[config.mk]
export PLATFORM = sky130hd
export DESIGN_NAME = branch_update_queue
export DESIGN_NICKNAME = d
export VERILOG_FILES = /design/src/rtl/branch_pkg.sv /design/src/rtl/branch_stat_counters.sv /design/src/rtl/branch_update_queue.sv
export SDC_FILE = /design/constraint.sdc
export NUM_CORES = 1
export LEC_CHECK = 0
export CAP_MARGIN = 0
export CORE_MARGIN = 10
export CORE_UTILIZATION = 53
export CTS_CLUSTER_DIAMETER = 40
export DETAILED_ROUTE_END_ITERATION = 6
export PLACE_DENSITY = 0.78
export SETUP_SLACK_MARGIN = 0.02
export SYNTH_ARGS = -nofsm -noshare
export SYNTH_HDL_FRONTEND = slang
export SYNTH_SLANG_ARGS = --single-unit
[constraint.sdc]
create_clock -name clk -period 2.6 [get_ports clk]
set_input_delay 0.52 -clock clk [delete_from_list [all_inputs] [get_ports clk]]
set_output_delay 0.52 -clock clk [all_outputs]
set_load 0.01 [all_outputs]
[src/rtl/branch_pkg.sv]
// Shared types for the branch predictor update path.
package branch_pkg;

    typedef struct packed {
        logic [31:0] pc;
        logic        taken;
    } branch_update_t;

    localparam int BUQ_DEPTH = 4;

endpackage

[src/rtl/branch_stat_counters.sv]
// Retirement statistics: total predictor updates and how many were mispredicted.
module branch_stat_counters (
    input  logic        clk,
    input  logic        rst,
    input  logic        retire,
    input  logic        mispredict,
    output logic [31:0] branch_count,
    output logic [31:0] mispredict_count
);

    logic [31:0] r_branch_count;
    logic [31:0] r_mispredict_count;

    always_ff @(posedge clk or posedge rst) begin
        if (rst) begin
            r_branch_count     <= '0;
            r_mispredict_count <= '0;
        end else if (retire) begin
            r_branch_count <= r_branch_count + 32'd1;
            if (mispredict) begin
                r_mispredict_count <= r_mispredict_count + 32'd1;
            end
        end
    end

    assign branch_count     = r_branch_count;
    assign mispredict_count = r_mispredict_count;

endmodule

[src/rtl/branch_update_queue.sv]
// Decouples resolved branches from the predictor update port; the head entry is
// presented combinationally and retires whenever the port is not stalled.
module branch_update_queue
    import branch_pkg::*;
#(
    parameter int DEPTH = BUQ_DEPTH
) (
    input  logic                     clk,
    input  logic                     rst,
    input  logic                     enq_valid,
    input  logic [31:0]              enq_pc,
    input  logic                     enq_taken,
    output logic                     enq_ready,
    input  logic                     upd_stall,
    output logic                     write,
    output logic [31:0]              write_pc,
    output logic                     write_value,
    input  logic                     is_correct,
    output logic [31:0]              branch_count,
    output logic [31:0]              mispredict_count,
    output logic [$clog2(DEPTH):0]   count
);

    localparam int PW = $clog2(DEPTH);
    localparam int CW = PW + 1;

    branch_update_t r_mem [DEPTH];
    logic [PW-1:0]  r_rd_ptr;
    logic [PW-1:0]  r_wr_ptr;
    logic [CW-1:0]  r_count;

    logic           w_empty;
    logic           w_enq;
    logic           w_deq;
    branch_update_t w_head;

    assign w_empty   = (r_count == '0);
    assign enq_ready = (r_count != CW'(DEPTH));
    assign write     = !w_empty && !upd_stall;
    assign w_enq     = enq_valid && enq_ready;
    assign w_deq     = write;
    assign w_head    = r_mem[r_rd_ptr];

    assign write_pc    = w_empty ? 32'd0 : w_head.pc;
    assign write_value = w_empty ? 1'b0  : w_head.taken;
    assign count       = r_count;

    // Storage carries no reset; stale entries are unreachable once count is cleared.
    always_ff @(posedge clk) begin
        if (w_enq && !rst) begin
            r_mem[r_wr_ptr] <= '{pc: enq_pc, taken: enq_taken};
        end
    end

    always_ff @(posedge clk or posedge rst) begin
        if (rst) begin
            r_rd_ptr <= '0;
            r_wr_ptr <= '0;
            r_count  <= '0;
        end else begin
            if (w_enq) begin
                r_wr_ptr <= r_wr_ptr + PW'(1);
            end
            if (w_deq) begin
                r_rd_ptr <= r_rd_ptr + PW'(1);
            end
            case ({w_enq, w_deq})
                2'b10:   r_count <= r_count + CW'(1);
                2'b01:   r_count <= r_count - CW'(1);
                default: r_count <= r_count;
            endcase
        end
    end

    branch_stat_counters u_stats (
        .clk              (clk),
        .rst              (rst),
        .retire           (w_deq),
        .mispredict       (!is_correct),
        .branch_count     (branch_count),
        .mispredict_count (mispredict_count)
    );

endmodule

==> key figures <==
STA
  • Final hold violation count: 0
  • Post-route minimum period: about 2600 ps
  • Unrepaired setup endpoints after global routing: yes
  • Fin Clk Skew: 14.1 ps
  • Number of setup violations in the final report: 0
  • Relative slew slack: 66.5%
  • Final Slew Violations: 0
  • Pin slew with the least headroom to its limit: 502 ps
  • Share of the cycle needed by the critical path after routing: between 90 and 100%
  • Fin Setup TNS: 0 ps
  • Peak Freq: 0.385 GHz

Floorplan
  • Die ar.: 20900 µm²
  • Starting density of the core: 54.1%
  • Io pins: 140
  • Row cnt: 45
  • Die Y: 145 µm
  • Floorplan Core Area: 15200 µm²
  • Chip Width: 145 µm

Power
  • Part of the power in combinational logic: approximately a third
  • Leakage power summed over all cells: 4.29 nW
  • Switching share of total power: between 20 and 30%
  • Sw power: 3.28 mW
  • Peak supply drop: 0.722 mV
  • Total power divided by cell area: approximately 1100 nW/µm²
  • Internal power contribution: 8.72 mW
  • Fraction of power consumed by sequential logic: 34.5%
  • Final Power: 12.0 mW
  • Clock group share of total power: 33.7%

Synthesis
  • Most used flip-flop cell after synthesis: sky130_fd_sc_hd__edfxtp_1
  • Warnings from Yosys: 0
  • Synth top area cells: sky130_fd_sc_hd__edfxtp_1, sky130_fd_sc_hd__dfrtp_1, sky130_fd_sc_hd__mux4_2, sky130_fd_sc_hd__xnor2_1, sky130_fd_sc_hd__and2_1
  • Share of synthesized area spent on multiplexers: a little under a tenth
  • Number of instances in the synthesized netlist: 494
  • Synth async-reset ratio: 35.0%
  • Mapped Avg Cell Area: around 17 µm²
  • Most numerous cell types in the synthesized netlist: sky130_fd_sc_hd__edfxtp_1, sky130_fd_sc_hd__dfrtp_1, sky130_fd_sc_hd__xnor2_1
  • Area share of the leading cell type in the synthesized netlist: 48.2%
  • EDFF count, synth: between 100 and 150
  • Simple-gate area share of the yosys netlist: 10.9%
  • Number of distinct library cell variants in the gate-level netlist after synthesis: 29
  • Adder and majority cell fraction of the synthesized area: under 10%
  • Synth area leader: sky130_fd_sc_hd__edfxtp_1
  • Seq/Total Area, Yosys: 69.9%
  • Number of storage elements in the synthesis netlist: 203
  • Compound-gate portion of the synthesized area: 0%
  • Synth Area in XOR/XNOR: 7.25%
  • Most common cell in the synthesized netlist: sky130_fd_sc_hd__edfxtp_1
  • Number of nets in the synthesized netlist: 540
  • Area of the mapped netlist: 8220 µm²
  • Main combinational cell family by area after synthesis: simple AND/OR/NAND/NOR gates

Drt
  • DR vias/cell: between 5 and 6
  • Routed wire length per instance: between 20 and 25 µm
  • Number of remaining DRC errors: 0
  • Initial DRC Count: 243
  • Number of nets with antenna violations after detailed routing: 0
  • Detailed-router iteration count before antenna repair: 5
  • Routed vias: a little under 5000
  • Wirelength, routed: 18000 µm

Critical path
  • Maximum fanout along the worst path: 6
  • Data required time at the worst endpoint: between 2000 and 2500 ps
  • Critical Path End Type: output port
  • Element type at the critical path start: flop
  • Startpoint of the worst-slack reg-to-reg timing path: count[2]$_DFFE_PP0P_
  • Crit path DAT: 2080 ps
  • Setup Crit Path Kind: flop to output port
  • Reg-to-reg endpoint: u_stats.mispredict_count[27]$_DFFE_PP0P_
  • Worst R2R Path Depth: 5
  • R2r setup slk: 450 ps

Global routing
  • Vias in the first global route: 5326
  • Overflow after GRT: 0
  • Antenna violations before repair: 0
  • Largest net degree at the start of global routing: 40
  • Total track usage: 17.2%
  • Global-route wire length before repair: 28600 µm

Clock network
  • H-tree lvl count: 1
  • Clock slew seen by the registers of the worst setup and hold paths: 50 ps
  • Clock latency reported for the late side of the worst-skew pair: 520 ps
  • Maximum buffer depth of the clock tree: 3
  • Clock tree from TritonCTS: yes
  • TritonCTS Buffers: 27
  • Total number of clock tree sinks: 203
  • Clock Tree Root: sky130_fd_sc_hd__clkbuf_16

Min path
  • Min-Delay Endpoint: u_stats.branch_count[31]$_DFFE_PP0P_
  • Path type of the worst min-delay path: flop to flop
  • Count of cells along the worst hold path: 1
  • Worst hold path startpoint: u_stats.branch_count[31]$_DFFE_PP0P_

Placed design
  • DP HPWL: approximately 12000 µm
  • Count of buffers from port buffering: ~140
  • Global placer's final weighted congestion: roughly 0.85

Layout
  • Diodes inserted: 0
  • Area delta synth->final: 37.0%
  • Share of post-route cells with drive strength above 1: 26.8%
  • Net count reported at finish: 731

Flow run
  • Number of violations of the max-capacitance limit: 0

Run status
  • Result of the run: complete, no violations
## repair_timing
action / CTS / global route
setup buffers: 11 / 1
resized for setup: 138 / 49
hold endpoints to repair: 0 / 0
gates cloned: 3 / 0
hold buffers: 0 / 0
pin swaps: 0 / 1
endpoints found under the setup margin: 34 / 34
## per-stage QoR
stage / instances / utilization, % / area (µm²) / hold WS [ps] / setup WS, ps
after detailed placement: 831 / 66.1 / 10000 / 470 / -11.9
final: 893 / 74.1 / 11300 / 475 / 4.41
after CTS: 893 / 73.4 / 11200 / 481 / -11.3
after global placement: 831 / 66.1 / 10000 / 465 / 55.0
after global routing: 893 / 74.1 / 11300 / 510 / -65.9
after floorplan: 494 / - / 8220 / 498 / 283
## sequential cells by signal, indices dropped and copies added (netlist names)
signal,flops
u_stats.branch_count,32
u_stats.mispredict_count,32
r_wr_ptr,2
r_rd_ptr,2
count,3
r_mem,132
## cell type report
type                            instances  area, µm²
Sequential cell                       203       5740
Clock inverter                         21        334
Inverter                               10       37.5
Fill cell                             934       3940
Multi-Input combinational cell        267       2450
Clock buffer                           28        679
Timing Repair Buffer                  176       1790
Tap cell                              188        235
## cells by family after synthesis
group,Yosys count
buf+inv,24
mux,37
flops,203
fa+ha+maj,8
simple gates,154
xor+xnor,68
## cells in the final DEF (no fill, tap or decap), types with 21 or more instances in the layout
master / count
sky130_fd_sc_hd__xor2_1: 23
sky130_fd_sc_hd__nand2_1: 23
sky130_fd_sc_hd__and2_4: 21
sky130_fd_sc_hd__buf_6: 26
sky130_fd_sc_hd__xnor2_1: 45
sky130_fd_sc_hd__dfrtp_1: 70
sky130_fd_sc_hd__nand3_1: 21
sky130_fd_sc_hd__clkbuf_16: 27
sky130_fd_sc_hd__edfxtp_1: 132
sky130_fd_sc_hd__mux4_2: 33
sky130_fd_sc_hd__clkdlybuf4s50_1: 106
## worst max path at each step
stage,from,end,slack [ps],cells after the start
3_5_place_dp,upd_stall,u_stats.mispredict_count[30]$_DFFE_PP0P_,-10,5
6_report,r_rd_ptr[0]$_DFFE_PP0P_,write_pc[2],4,5
3_3_place_gp,upd_stall,u_stats.mispredict_count[30]$_DFFE_PP0P_,60,5
4_1_cts,r_rd_ptr[0]$_DFFE_PP0P_,write_pc[17],-10,5
2_1_floorplan,rst,count[0]$_DFFE_PP0P_,280,1
5_1_grt,r_rd_ptr[0]$_DFFE_PP0P_,write_pc[2],-70,5
## power groups by stage
stage | Combinational [mW] | Sequential [mW] | Clock [mW]
6_report | 3.81 | 4.14 | 4.04
5_1_grt | 4.11 | 4.19 | 4.27
4_1_cts | 3.57 | 4.13 | 4.10
3_5_place_dp | 3.42 | 4.17 | 0
3_3_place_gp | 3.36 | 4.15 | 0
2_1_floorplan | 1.71 | 4.16 | 0
## per-layer routing
layer | GRT usage, % | vias to the layer above | wire length (µm) | part of all wire [%]
li1 | - | 2222 | - | -
met1 | 20.8 | 2470 | 7270 | 40
met2 | 29.2 | 157 | 9040 | 50
met3 | 6.36 | 14 | 1550 | 8.6
met4 | 3.35 | 0 | 133 | 0.74
met5 | 0 | - | 0 | 0
## worst max-delay path, cell delays in order (launching register included)
cell and delay, ps:
sky130_fd_sc_hd__dfrtp_2 470, sky130_fd_sc_hd__buf_6 170, sky130_fd_sc_hd__buf_16 130, sky130_fd_sc_hd__mux4_2 500
sky130_fd_sc_hd__and2_4 170, sky130_fd_sc_hd__buf_6 110
(Power assumes the default switching activity.)
